--- src/rtl/riscv_pkg.sv ---
// Shared pipeline-control types for hazard_ctrl.
// ST_DIV_WAIT only exists when HAZARD_DIV_STALL_EN is defined.
package riscv_pkg;

  typedef enum logic [1:0] {
    ST_RUN        = 2'd0,
    ST_LOAD_STALL = 2'd1
`ifdef HAZARD_DIV_STALL_EN
    , ST_DIV_WAIT = 2'd2
`endif
  } hz_state_t;

  localparam logic [4:0] REG_X0 = 5'd0;

  // Load-use hazard: the load's destination is read by the ID instruction.
  // x0 is never a real dependency.
  function automatic logic load_use_hazard(
    input logic       mem_read,
    input logic [4:0] rd,
    input logic [4:0] rs1,
    input logic [4:0] rs2,
    input logic       use_rs1,
    input logic       use_rs2
  );
    return mem_read && (rd != REG_X0) &&
           ((use_rs1 && (rs1 == rd)) || (use_rs2 && (rs2 == rd)));
  endfunction

endpackage

--- src/rtl/hazard_ctrl_sat_counter.sv ---
// Saturating up-counter with async reset, sync clear and count enable.
module sat_counter #(
  parameter int unsigned WIDTH = 32
) (
  input  logic             clk,
  input  logic             rst,
  input  logic             clr,
  input  logic             en,
  output logic [WIDTH-1:0] count
);

  always_ff @(posedge clk or posedge rst) begin
    if (rst) begin
      count <= '0;
    end else if (clr) begin
      count <= '0;
    end else if (en && (count != '1)) begin
      count <= count + WIDTH'(1);
    end
  end

endmodule

--- src/rtl/hazard_ctrl.sv ---
// Pipeline hazard controller: load-use stalls, branch/trap flushes and
// optional divide stall (enabled by macro HAZARD_DIV_STALL_EN).
module hazard_ctrl
  import riscv_pkg::*;
(
  input  logic        clk,
  input  logic        reset,
  input  logic        idex_memRead,
  input  logic [4:0]  idex_addr_rd,
  input  logic        idex_is_div,
  input  logic [4:0]  ifid_addr_rs1,
  input  logic [4:0]  ifid_addr_rs2,
  input  logic        ifid_use_rs1,
  input  logic        ifid_use_rs2,
  input  logic        branch_taken,
  input  logic        trap_req,
  input  logic        div_done,
  output logic        PC_write,
  output logic        IFID_write,
  output logic        IDEX_write,
  output logic        flush_branch,
  output logic        flush_trap,
  output logic        div_start,
  output logic        div_kill,
  output logic [31:0] stall_cycles
);

  hz_state_t state;
  hz_state_t state_next;
  logic      hazard;
  logic      advance;
  logic      stall_en;

`ifndef HAZARD_DIV_STALL_EN
  logic unused_div;
  assign unused_div = idex_is_div ^ div_done;
`endif

  assign hazard = load_use_hazard(idex_memRead, idex_addr_rd, ifid_addr_rs1,
                                  ifid_addr_rs2, ifid_use_rs1, ifid_use_rs2);

  always_ff @(posedge clk or posedge reset) begin
    if (reset) begin
      state <= ST_RUN;
    end else begin
      state <= state_next;
    end
  end

  // Outputs are gated by reset so the pipeline keeps running (and the
  // divider is not killed) while reset is held.
  always_comb begin
    state_next   = state;
    advance      = 1'b1;
    flush_branch = 1'b0;
    flush_trap   = 1'b0;
    div_start    = 1'b0;
    div_kill     = 1'b0;
    if (reset) begin
      state_next = ST_RUN;
    end else if (trap_req) begin
      flush_trap = 1'b1;
      state_next = ST_RUN;
`ifdef HAZARD_DIV_STALL_EN
      div_kill   = (state == ST_DIV_WAIT);
`endif
    end else begin
      case (state)
        ST_RUN: begin
          if (branch_taken) begin
            flush_branch = 1'b1;
          end
`ifdef HAZARD_DIV_STALL_EN
          else if (idex_is_div) begin
            div_start  = 1'b1;
            advance    = 1'b0;
            state_next = ST_DIV_WAIT;
          end
`endif
          else if (hazard) begin
            advance    = 1'b0;
            state_next = ST_LOAD_STALL;
          end
        end
        ST_LOAD_STALL: begin
          state_next = ST_RUN;
        end
`ifdef HAZARD_DIV_STALL_EN
        ST_DIV_WAIT: begin
          if (div_done) begin
            state_next = ST_RUN;
          end else begin
            advance = 1'b0;
          end
        end
`endif
        default: begin
          state_next = ST_RUN;
        end
      endcase
    end
  end

  assign PC_write   = advance;
  assign IFID_write = advance;
  assign IDEX_write = advance;

  assign stall_en = !advance && !flush_branch && !flush_trap;

  sat_counter #(
    .WIDTH(32)
  ) u_stall_cnt (
    .clk  (clk),
    .rst  (reset),
    .clr  (1'b0),
    .en   (stall_en),
    .count(stall_cycles)
  );

endmodule

--- config.mk ---
export PLATFORM = sky130hd
export DESIGN_NAME = hazard_ctrl
export DESIGN_NICKNAME = d
export VERILOG_FILES = /design/src/rtl/riscv_pkg.sv /design/src/rtl/hazard_ctrl_sat_counter.sv /design/src/rtl/hazard_ctrl.sv
export SDC_FILE = /design/constraint.sdc
export NUM_CORES = 1
export LEC_CHECK = 0
export BUFFER_PORTS_ARGS = -buffer_cell sky130_fd_sc_hd__buf_2
export CAP_MARGIN = 30
export CORE_ASPECT_RATIO = 0.9
export CORE_UTILIZATION = 50
export CTS_BUF_LIST = sky130_fd_sc_hd__clkbuf_8
export CTS_CLUSTER_DIAMETER = 60
export CTS_CLUSTER_SIZE = 25
export DETAILED_ROUTE_END_ITERATION = 10
export HOLD_SLACK_MARGIN = 0.08
export PLACE_DENSITY = 0.79
export SYNTH_ARGS = -nofsm -noshare
export SYNTH_HDL_FRONTEND = slang
export SYNTH_HIERARCHICAL = 1
export SYNTH_SLANG_ARGS = --single-unit
export TNS_END_PERCENT = 10
--- constraint.sdc ---
create_clock -name clk -period 2.8 [get_ports clk]
set_input_delay 0.28 -clock clk [delete_from_list [all_inputs] [get_ports clk]]
set_output_delay 0.28 -clock clk [all_outputs]
set_load 0.02 [all_outputs]
-- Yosys cells after proc, flatten, opt, wreduce, memory -nomap -nowiden
Index checks and enable logic that the tools add are counted.
- logic and storage cells: 38
- output and inout bits: 39
- bits in registers: 34
- input port bits: 24
- add/subtract/negate cells: 1
- multiplexer cells: 16
- reductions and logical operators: 14
- equality and inequality tests: 5
- operators by type and width (kind ; number):
    $add 32x1->32 const B ; 1
    $ne 32x32->1 const B ; 1
    $mux 1 ; 11
    $eq 5x5->1 ; 2
    $mux 2 ; 5
    $ne 4x4->1 const B ; 2
    $logic_and 1x1->1 ; 7
    $reduce_bool 5->1 ; 1
    $logic_not 1->1 ; 3
    $logic_not 2->1 ; 1
    $reduce_and 2->1 ; 1
    $logic_or 1x1->1 ; 1

-- Longest topological paths before layout
Gate-level depths: netlist of run 1.
- depth after elaboration: 13
- gate-level depth with buffers: 10
- depth with buffers taken out: 9

-- Modules after synthesis
Netlist of run 1, hierarchy kept.
- modules (own cells, without submodules) (module ; instances ; seq. area each (µm²) ; cells each ; area an instance (µm²)):
    sat_counter ; 1 ; 800.8 ; 186 ; 1740.4
    hazard_ctrl ; 1 ; 25.0 ; 30 ; 237.7

-- Worst setup path before layout of run 1
No wires, ideal clock.
- path kind: input to register
- start: in idex_addr_rd[0]
- end: reg u_stall_cnt.count[19]
- cell stages on the path: 10
- arrival: 2.436 ns
- path slack: 0.286 ns
- path buffers: 1
- data required time: 2.723 ns
- setup time: 0.077 ns
- path through: xor2_1 -> nor4_1 -> nand3_1 -> a21oi_1 -> nand4_1 -> nor3_1 -> o311ai_1 -> buf_2 -> or4_1 -> a21oi_1
- word-level cells in the longest chain between the ends: 13
- elaborated cells between the ends (all ways): 17
- those cells by class: 2 x eq/ne; 5 x mux; 10 x reduce/logical
- ends and longest elaborated chain (what ; line ; text):
    start: declaration ; hazard_ctrl.sv:9 ; input logic [4:0] idex_addr_rd,
    $eq 5x5->1 ; riscv_pkg.sv:26 ; ((use_rs1 && (rs1 == rd)) || (use_rs2 && (rs2 == rd)));
    $logic_and 1x1->1 ; riscv_pkg.sv:26 ;
    $logic_or 1x1->1 ; riscv_pkg.sv:26 ;
    $logic_and 1x1->1 (*) ; riscv_pkg.sv:25 ; return mem_read && (rd != REG_X0) &&
    $mux 1 (*) ; hazard_ctrl.sv:80 ; else if (hazard) begin
    $mux 1 (*) ; hazard_ctrl.sv:70 ; if (branch_taken) begin
    $mux 1 (*) ; hazard_ctrl.sv:68 ; case (state)
    $mux 1 (*) ; hazard_ctrl.sv:61 ; end else if (trap_req) begin
    $mux 1 (*) ; hazard_ctrl.sv:59 ; if (reset) begin
    $logic_not 1->1 (*) ; hazard_ctrl.sv:108 ; assign stall_en = !advance && !flush_branch && !flush_trap;
    $logic_and 1x1->1 (*) (2 in a row) ; hazard_ctrl.sv:108 ;
    net stall_en ; hazard_ctrl.sv:32 ; logic stall_en;
    $logic_and 1x1->1 (*) ; hazard_ctrl_sat_counter.sv:17 ; end else if (en && (count != '1)) begin
    end signal: assignment ; hazard_ctrl_sat_counter.sv:18 ; count <= count + WIDTH'(1);
    end: declaration ; hazard_ctrl_sat_counter.sv:9 ; output logic [WIDTH-1:0] count
Mark *: on every way through the listed nets, which the timed path passes. The rest lies on a longest branch.
A chain may end at the register's enable or synchronous reset.

-- Final worst setup path of run 1
- start: reg state[0]
- end: reg u_stall_cnt.count[14]
- word-level cells in the longest chain between the ends: 8
- elaborated cells between the ends (all ways): 12
- those cells by class: 6 x mux; 6 x reduce/logical
- ends and longest elaborated chain (what ; line ; text):
    start: declaration ; hazard_ctrl.sv:28 ; hz_state_t state;
    start signal: assignment ; hazard_ctrl.sv:46 ; state <= state_next;
    $logic_not 2->1 (*) ; hazard_ctrl.sv:68 ;
    $mux 1 ; hazard_ctrl.sv:68 ;
    $mux 1 ; hazard_ctrl.sv:61 ;
    $mux 1 ; hazard_ctrl.sv:59 ;
    $logic_not 1->1 ; hazard_ctrl.sv:108 ;
    $logic_and 1x1->1 (*) (2 in a row) ; hazard_ctrl.sv:108 ;
    net stall_en ; hazard_ctrl.sv:32 ;
    $logic_and 1x1->1 (*) ; hazard_ctrl_sat_counter.sv:17 ;
Marks and branches as above.

==> results.md, run 1 <==
- Setup ws final: 0.334 ns
- Most frequent cells in the layout: buf_2, dfrtp_1, a21oi_1
- Min-delay worst type: input pin to async pin
- Crit path depth: 9
- Worst Setup SP: state[0]$_DFFE_PP0P_
- Max Cap Viol: 0
- Clk buf depth: 2
- # IOs: 63
- Sequential Area: 826 um^2
- Finish-stage setup viols: 0
- Post-synthesis register bit count: 33
- Outcome: finished, final reports clean
- Clock H-tree levels: 2
- Number of clock sinks: 33
- Multi-input gate area: 1080 um^2
- Non-Filler Instances: 335
- Die W: 68.3 um
- Setup tns final: 0 ns
- Drt wl/cell: 13.5 um
- Synth-to-Final Area Change: 26.2%
- Leak: 0.00112 uW
- Most frequent CP cell: a21oi_1
- Tightest Pin Transition: 0.800 ns
- Startpoint Class: flip-flop
- DRC errors left: 0
- DIE HEIGHT: 61.7 um
- Crit path capture type: flip-flop
- Skew final: 0.00835 ns
- CTS buffer count: 5
- Util after Layout: 66.4%
- Fraction of registers with async set/reset: 100%
- DP HPWL: 3.32 mm
- Synth top area cells: dfrtp_1, a21oi_1, o31ai_1, or4_1, xor2_1
- F_max: 405 MHz
- Worst path required time: 3.02 ns
- Final critical-path required period: 2.47 ns
- I/O Buffers: 58
- Antenna-violating nets left: 0
- Worst relative slew slack: 46.2%
- Placed cells: 326
- Most common cell after layout, fill and taps aside: buf_2
- Pwr Total: 996 uW
- Yosys Warn Count: 6
- Worst-Skew Late Latency: 0.29 ns
- Slowest CP cell: nor4_1
- Initial Utilization: 52.6%
- Post-synth EDFFs: 0
- WS Path Type: flip-flop to flip-flop
- DRT Pass-1 Iters: 4
- Worst-path clk slew: 0.07 ns
- Final Slew Violations: 0
- Reg2Reg Setup Slack: 0.33 ns
- Vias per cell: 5.86
- Average cell area after synthesis: 9.16 um^2
- R2R Path Start: state[0]$_DFFE_PP0P_
- Number of nets in the layout: 313
- Buf/Inv on CP: 2
- Area leader, netlist: dfrtp_1
- Gr usage total: 23.7%
- Core area: 3760 um^2
- DR vias: 1962
- Antenna violations before repair: 0
- GPL Wtd Cong: 0.776
- TritonCTS clock tree: done
- Share of cells above drive strength 1: 28.7%
- Cell area after synthesis: 1980 um^2
- Die ar.: 4210 um^2
- Critical path arrival: 2.68 ns
- P per Cell Area: 399 nW/um^2
- 1st-iter DRT viols: 126
- CP max FO: 7
- Peak VDD IR: 0.000319 V
- # rows: 21
- Fill cell count: 316
- Top_reg_cell synth: dfrtp_1
- Worst-path cell chain: nor3_1 > o2111ai_2 > a21oi_1 > buf_4 > inv_1 > nor4_1 > o31ai_1 > or3_1 > a21oi_1
- RSZ-0062 raised after global routing: no
- Crit path max-delay family: simple AND/OR/NAND/NOR gates
- Worst R2R End: u_stall_cnt/count[14]$_DFFE_PP0P_
- Root Driver: clkbuf_8
- Pre-CTS setup slack: -0.0193 ns
- N_diodes: 0
- Remaining Overflow, GRT: 0
- Vias in the first global route: 1706
- Post-synthesis cell count: 216
- Largest net degree at the start of global routing: 33
- Worst R2R Path Depth: 9
- Post-synth cell types: 38
- Tcrit/Tclk final: 88.1%
- Number of buffers added for setup after CTS: 0
- CP peak stage delay: 0.39 ns
- Worst Setup EP: u_stall_cnt/count[14]$_DFFE_PP0P_
- DRT Wirelength: 4.52 mm
- Final hold vios: 0
- First-pass GRT wire length: 7.38 mm
- Post-synth top area share: 41.7%
- Sequential fraction of the synthesis area: 41.7%
==> state kept, by name, indices dropped and copies added (netlist names) <==
| signal | flops |
|---|---|
| u_stall_cnt/count | 32 |
| state | 1 |
==> through the flow <==
| step | area [um^2] | hold WS (ns) |
|---|---|---|
| after CTS | 2490 | 0.106 |
| after global routing | 2500 | 0.143 |
| after detailed placement | 2360 | 0.149 |
| final | 2500 | 0.0944 |
| after floorplan | 2000 | 0.00871 |
| after global placement | 2350 | 0.144 |
==> area by class of cell <==
class / count / area share (%)
Clock buffer: 6 / 3.31
Clock inverter: 2 / 1.35
Inverter: 10 / 1.50
Multi-Input combinational cell: 169 / 43.3
Sequential cell: 33 / 33.1
Tap cell: 46 / 2.31
Timing Repair Buffer: 69 / 15.1
==> layer usage <==
layer | up-vias | GRT usage, % | wire [um]
met2 | 47 | 36.7 | 2120
met4 | 0 | 6.55 | 37
li1 | 968 | - | -
met3 | 7 | 7.22 | 215
met5 | - | 0 | 0
met1 | 940 | 32.1 | 2150
==> power breakdown <==
part / internal (uW) / switching, uW
combinational: 23.4 / 36.7
sequential: 477 / 0.0662
clock: 286 / 172
==> synth_stat cells, types with 2 or more instances <==
| cell type | number |
|---|---|
| a21oi_1 | 29 |
| and2_1 | 2 |
| and3_1 | 3 |
| and4_1 | 4 |
| buf_4 | 4 |
| clkbuf_1 | 4 |
| dfrtp_1 | 33 |
| inv_1 | 10 |
| nand2_1 | 11 |
| nand3_1 | 12 |
| nand4_1 | 6 |
| nor2_1 | 6 |
| nor3_1 | 2 |
| nor4_1 | 5 |
| o21ai_0 | 12 |
| o31ai_1 | 15 |
| or3_1 | 12 |
| or4_1 | 14 |
| or4_4 | 2 |
| xnor2_1 | 4 |
| xor2_1 | 9 |
==> tightest hold or removal path, delay by kind of cell <==
family   cells  cell delay (ns)
buf+inv      3             0.52
==> how the worst min path moves through the flow <==
stage                                              endpoint  depth (start not counted)  slack, ns
after floorplan                        state[0]$_DFFE_PP0P_                          1      0.009
after global placement                 state[0]$_DFFE_PP0P_                          2       0.14
after detailed placement               state[0]$_DFFE_PP0P_                          2       0.15
after CTS                 u_stall_cnt/count[17]$_DFFE_PP0P_                          3       0.11
after global routing      u_stall_cnt/count[23]$_DFFE_PP0P_                          3       0.14
final                     u_stall_cnt/count[17]$_DFFE_PP0P_                          3       0.09
==> kinds of logic after synthesis <==
logic type / Yosys count / share of synthesized area [%]
XOR/XNOR: 13 / 5.76
adder cells (fa/ha/maj): 1 / 0.632
other: 1 / 0.190
buffers and inverters: 20 / 5.00
flip-flops: 33 / 41.7
multiplexers: 1 / 0.506
AND/OR/NAND/NOR: 82 / 25.4
AO/OA/AOI/OAI: 65 / 20.8
==> what timing repair did <==
item	in CTS	in global routing
hold buffers	1	0
endpoints found under the hold margin	1	0
gates resized for setup	0	1
setup endpoints to repair	0	3
Power figures use the tool's default switching activity.
==> run 2, diff against run 1 <==
CORE_UTILIZATION = 53   (was 50)
PLACE_DENSITY = 0.83   (was 0.79)
==> results.md, run 2 (synthesis gave the netlist of run 1 again) <==
- WS Path Type: flip-flop to flip-flop
- Number of nets in the layout: 312
- Number of clock sinks: 33
- Startpoint Class: flip-flop
- Number of buffers added for setup after CTS: 0
- Pwr Total: 900 uW
- Die ar.: 3980 um^2
- N_diodes: 0
- DP HPWL: 3.54 mm
- # rows: 20
- Worst hold margin: 0.104 ns
- Most common cell after layout, fill and taps aside: buf_2
- Synth-to-Final Area Change: 23.7%
- CP peak stage delay: 0.51 ns
- Antenna-violating nets left: 0
- CTS resizes: 0
- DRT Pass-1 Iters: 4
- Placed cells: 323
- Clock H-tree levels: 2
- Worst-path clk slew: 0.07 ns
- Max FFs per register: 32
- # IOs: 63
- GPL Wtd Cong: 0.746
- Setup tns final: 0 ns
- Biggest register: u_stall_cnt/count
- Largest net degree at the start of global routing: 33
- Root Driver: clkbuf_8
- Skew final: 0.00540 ns
- Peak VDD IR: 0.000327 V
- Outcome: finished, final reports clean
- Slowest CP cell: or4_1
- Vias per cell: 5.88
- First-pass GRT wire length: 7.98 mm
- Worst relative slew slack: 46.8%
- Share of cells above drive strength 1: 27.9%
- P per Cell Area: 368 nW/um^2
- Tcrit/Tclk final: 92.9%
- DIE HEIGHT: 60.0 um
- Worst path required time: 3.02 ns
- Hold buffer count at cts: 1
- Vias in the first global route: 1781
- Worst-Skew Late Latency: 0.29 ns
- RSZ-0062 raised after global routing: no
- 1st-iter DRT viols: 133
- Remaining Overflow, GRT: 0
- Util after Layout: 70.3%
- Biggest regs: u_stall_cnt/count: 32 flops, state: 1 flops
- Die W: 66.4 um
- CP max FO: 15
- Initial Utilization: 56.9%
- Final hold vios: 0
- Tightest Pin Transition: 0.791 ns
- Crit path max-delay family: simple AND/OR/NAND/NOR gates
- CTS buffer count: 5
- Leak: 0.00110 uW
- Clk buf depth: 2
- Final Slew Violations: 0
- TritonCTS clock tree: done
- DRT Wirelength: 5.07 mm
- Antenna violations before repair: 0
- Min-delay worst type: input pin to async pin
- Finish-stage setup viols: 0
- DRC errors left: 0
- I/O Buffers: 58
- Max Cap Viol: 0
- Crit path capture type: flip-flop
- Core area: 3480 um^2
- Worst-path cell chain: nor3_1 > o2111ai_2 > a21oi_1 > nand4_1 > nor3_1 > o311ai_1 > buf_4 > or4_1 > a21oi_1
- Buf/Inv on CP: 1
- DR vias: 1947
- Final critical-path required period: 2.60 ns
- Non-Filler Instances: 331
- Gr usage total: 27.1%
- Most frequent cells in the layout: buf_2, dfrtp_1, a21oi_1
- Critical path arrival: 2.82 ns
- Drt wl/cell: 15.3 um
- F_max: 384 MHz
[run 2: cell types whose count changed in the layout (fill, tap and decap cells not counted), sizes merged]
cell | before | now
bufinv | 1 | 0
clkdlybuf4s18 | 1 | 0
[run 2: power by group]
part           switching [uW]  leakage [uW]  total [uW]  internal [uW]
combinational            38.9      0.000589        62.1           23.2
clock                     170     0.0000485         361            191
sequential             0.0774      0.000461         477            477
total                     209       0.00110         900            691
[run 2: worst reg2reg max path: cells and delay by family, from the launching register on]
family          cells  cell delay, ns
compound gates      4            0.73
buf+inv             1            0.20
flops               1            0.36
simple gates        4            1.24
[run 2: cell type report]
type | instances | area, um^2
clock buffer | 6 | 82.6
clock inverter | 1 | 3.75
fill | 296 | 1030
inverter | 10 | 37.5
multi-input combinational | 169 | 1080
sequential | 33 | 826
tap | 44 | 55.1
timing repair buffer | 68 | 365
[run 2: through the flow]
step           worst slack (ns)  cell area, um^2
6_report                  0.199             2450
3_5_place_dp             0.0144             2350
4_1_cts                   0.204             2450
3_3_place_gp             0.0547             2340
5_1_grt                  0.0523             2450
2_1_floorplan             0.286             2000
[run 2: routing by layer]
layer | GRT usage (%) | share of wire (%) | wire length [um]
met5 | 0 | 0 | 0
met4 | 11.9 | 1.4 | 69
met3 | 5.92 | 4.6 | 233
met2 | 46.8 | 49 | 2500
met1 | 32.6 | 45 | 2260
[run 2: path summary, 6_finish.rpt]
check | start | slack (ns) | cells after the start | endpoint
min in group clk | idex_memRead | 0.27 | 3 | state[0]$_DFFE_PP0P_
min reg2reg | state[0]$_DFFE_PP0P_ | 0.58 | 3 | state[0]$_DFFE_PP0P_
max in group asynchronous | reset | 2.29 | 3 | state[0]$_DFFE_PP0P_
max reg2reg | state[0]$_DFFE_PP0P_ | 0.20 | 9 | u_stall_cnt/count[27]$_DFFE_PP0P_
min | reset | 0.10 | 3 | u_stall_cnt/count[31]$_DFFE_PP0P_
max | state[0]$_DFFE_PP0P_ | 0.20 | 9 | u_stall_cnt/count[27]$_DFFE_PP0P_
==> run 3, diff against run 2 <==
CORE_UTILIZATION = 56   (was 53)
PLACE_DENSITY = 0.87   (was 0.83)
clock period = 3.3 ns   (was 2.8 ns; I/O delays follow)
==> results.md, run 3 (synthesis gave the netlist of run 1 again) <==
- Outcome: finished, final reports clean
- Non-Filler Instances: 326
- Finish-stage setup viols: 0
- Setup tns final: 0 ns
- R2R Path Start: state[0]$_DFFE_PP0P_
- Min-delay worst type: input pin to flip-flop
- Worst-path clk slew: 0.07 ns
- Worst-Skew Late Latency: 0.29 ns
- Startpoint Class: input pin
- Final Slew Violations: 0
- Slowest CP cell: dlygate4sd3_1
- Hold buffer count at cts: 1
- Antenna violations before repair: 0
- DR vias: 1949
- Synth-to-Final Area Change: 22.1%
- Multi-input gate area: 1080 um^2
- Antenna-violating nets left: 0
- Clk buf depth: 2
- F_max: 340 MHz
- Reg2Reg Setup Slack: 0.67 ns
- First-pass GRT wire length: 7.73 mm
- Peak VDD IR: 0.000215 V
- Biggest regs: u_stall_cnt/count: 32 flops, state: 1 flops
- Placed cells: 318
- Worst R2R Path Depth: 9
- Tightest Pin Transition: 0.851 ns
- Max FFs per register: 32
- Die ar.: 3770 um^2
- Share of cells above drive strength 1: 26.6%
- CP max FO: 15
- Critical path arrival: 3.15 ns
- WS Path Type: input pin to flip-flop
- I/O Buffers: 58
- Biggest register: u_stall_cnt/count
- Crit path capture type: flip-flop
- 1st-iter DRT viols: 113
- Hold Crit Depth: 4
- DRT Pass-1 Iters: 4
- # IOs: 63
- Skew final: 0.00548 ns
- Worst-path cell chain: dlygate4sd3_1 > buf_2 > nor3_1 > o2111ai_2 > a21oi_1 > nand4_1 > nor3_1 > o311ai_1 > buf_4 > or4_1 > a21oi_1
- Number of nets in the layout: 307
- Clock H-tree levels: 2
- N_diodes: 0
- Fill cell count: 279
- Gr usage total: 26.9%
- Sequential Area: 826 um^2
- Crit path depth: 11
- Final critical-path required period: 2.94 ns
- Worst R2R End: u_stall_cnt/count[27]$_DFFE_PP0P_
- Final hold vios: 0
- Crit path max-delay family: simple AND/OR/NAND/NOR gates
- Root Driver: clkbuf_8
- DRT Wirelength: 4.72 mm
- Worst relative slew slack: 42.8%
- Largest net degree at the start of global routing: 33
- Buf/Inv on CP: 3
- Vias per cell: 5.98
- Most frequent cells in the layout: buf_2, dfrtp_1, a21oi_1
- Tcrit/Tclk final: 89.0%
- GPL Wtd Cong: 0.789
- Remaining Overflow, GRT: 0
- Number of buffers added for setup after CTS: 0
- DRC errors left: 0
- # rows: 20
- CTS resizes: 0
- Worst path required time: 3.52 ns
- RSZ-0062 raised after global routing: no
- Core area: 3380 um^2
- Min-delay src: branch_taken
- DIE HEIGHT: 58.4 um
- Worst hold endpoint: state[0]$_DFFE_PP0P_
- DP HPWL: 3.31 mm
- Die W: 64.7 um
- Initial Utilization: 58.6%
- Number of clock sinks: 33
- Max Cap Viol: 0
- CP peak stage delay: 0.53 ns
- Vias in the first global route: 1657
- Most common cell after layout, fill and taps aside: buf_2
- Leak: 0.00108 uW
- CTS buffer count: 5
- P per Cell Area: 314 nW/um^2
- Drt wl/cell: 14.5 um
- TritonCTS clock tree: done
-- run 3: cell count changes in the layout (fill, tap and decap cells not counted), sizes merged --
cell | previous run | this run
buf | 67 | 61
clkdlybuf4s15 | 0 | 1
-- run 3: through the flow --
step           area [um^2]  setup WS (ns)  total power [uW]  hold slack, ns  util, %
2_1_floorplan         2000          0.736               441          0.0587        -
3_3_place_gp          2310          0.358               460           0.193     68.3
3_5_place_dp          2320          0.307               461           0.199     68.6
4_1_cts               2410          0.377               759           0.316     71.5
5_1_grt               2410          0.101               782           0.350     71.5
6_report              2410          0.363               759           0.319     71.5
-- run 3: routing by layer --
metal / wire length [um] / global-route usage, %
met1: 2230 / 36.7
met2: 2230 / 42.6
met3: 198 / 5.23
met4: 65 / 10.8
met5: 0 / 0
-- run 3: area by class of cell --
type	instances	share of cell area (%)
multi-input cells	169	44.6
flip-flops and latches	33	34.2
repair buffers	63	13.8
clock buffers	6	3.42
well taps	44	2.28
inverters	10	1.55
clock inverters	1	0.155
-- run 3: worst max-delay path by stage --
stage	startpoint	end	slack [ns]
after detailed placement	idex_addr_rd[0]	u_stall_cnt/count[27]$_DFFE_PP0P_	0.31
after global placement	idex_addr_rd[0]	u_stall_cnt/count[27]$_DFFE_PP0P_	0.36
after CTS	reset	u_stall_cnt/count[27]$_DFFE_PP0P_	0.38
after global routing	reset	u_stall_cnt/count[10]$_DFFE_PP0P_	0.10
after floorplan	idex_addr_rd[0]	u_stall_cnt/count[19]$_DFFE_PP0P_	0.74
final	reset	u_stall_cnt/count[27]$_DFFE_PP0P_	0.36
-- run 3: tightest hold or removal path, delay by kind of cell --
kind            cells  cell delay, ns
compound gates      2            0.11
buf+inv             2            0.12
-- run 3: report_power, final --
group,switching [uW],leakage (uW),internal [uW]
logic,31.9,0.000570,19.6
registers,0.0616,0.000461,405
clock network,141,0.0000485,162
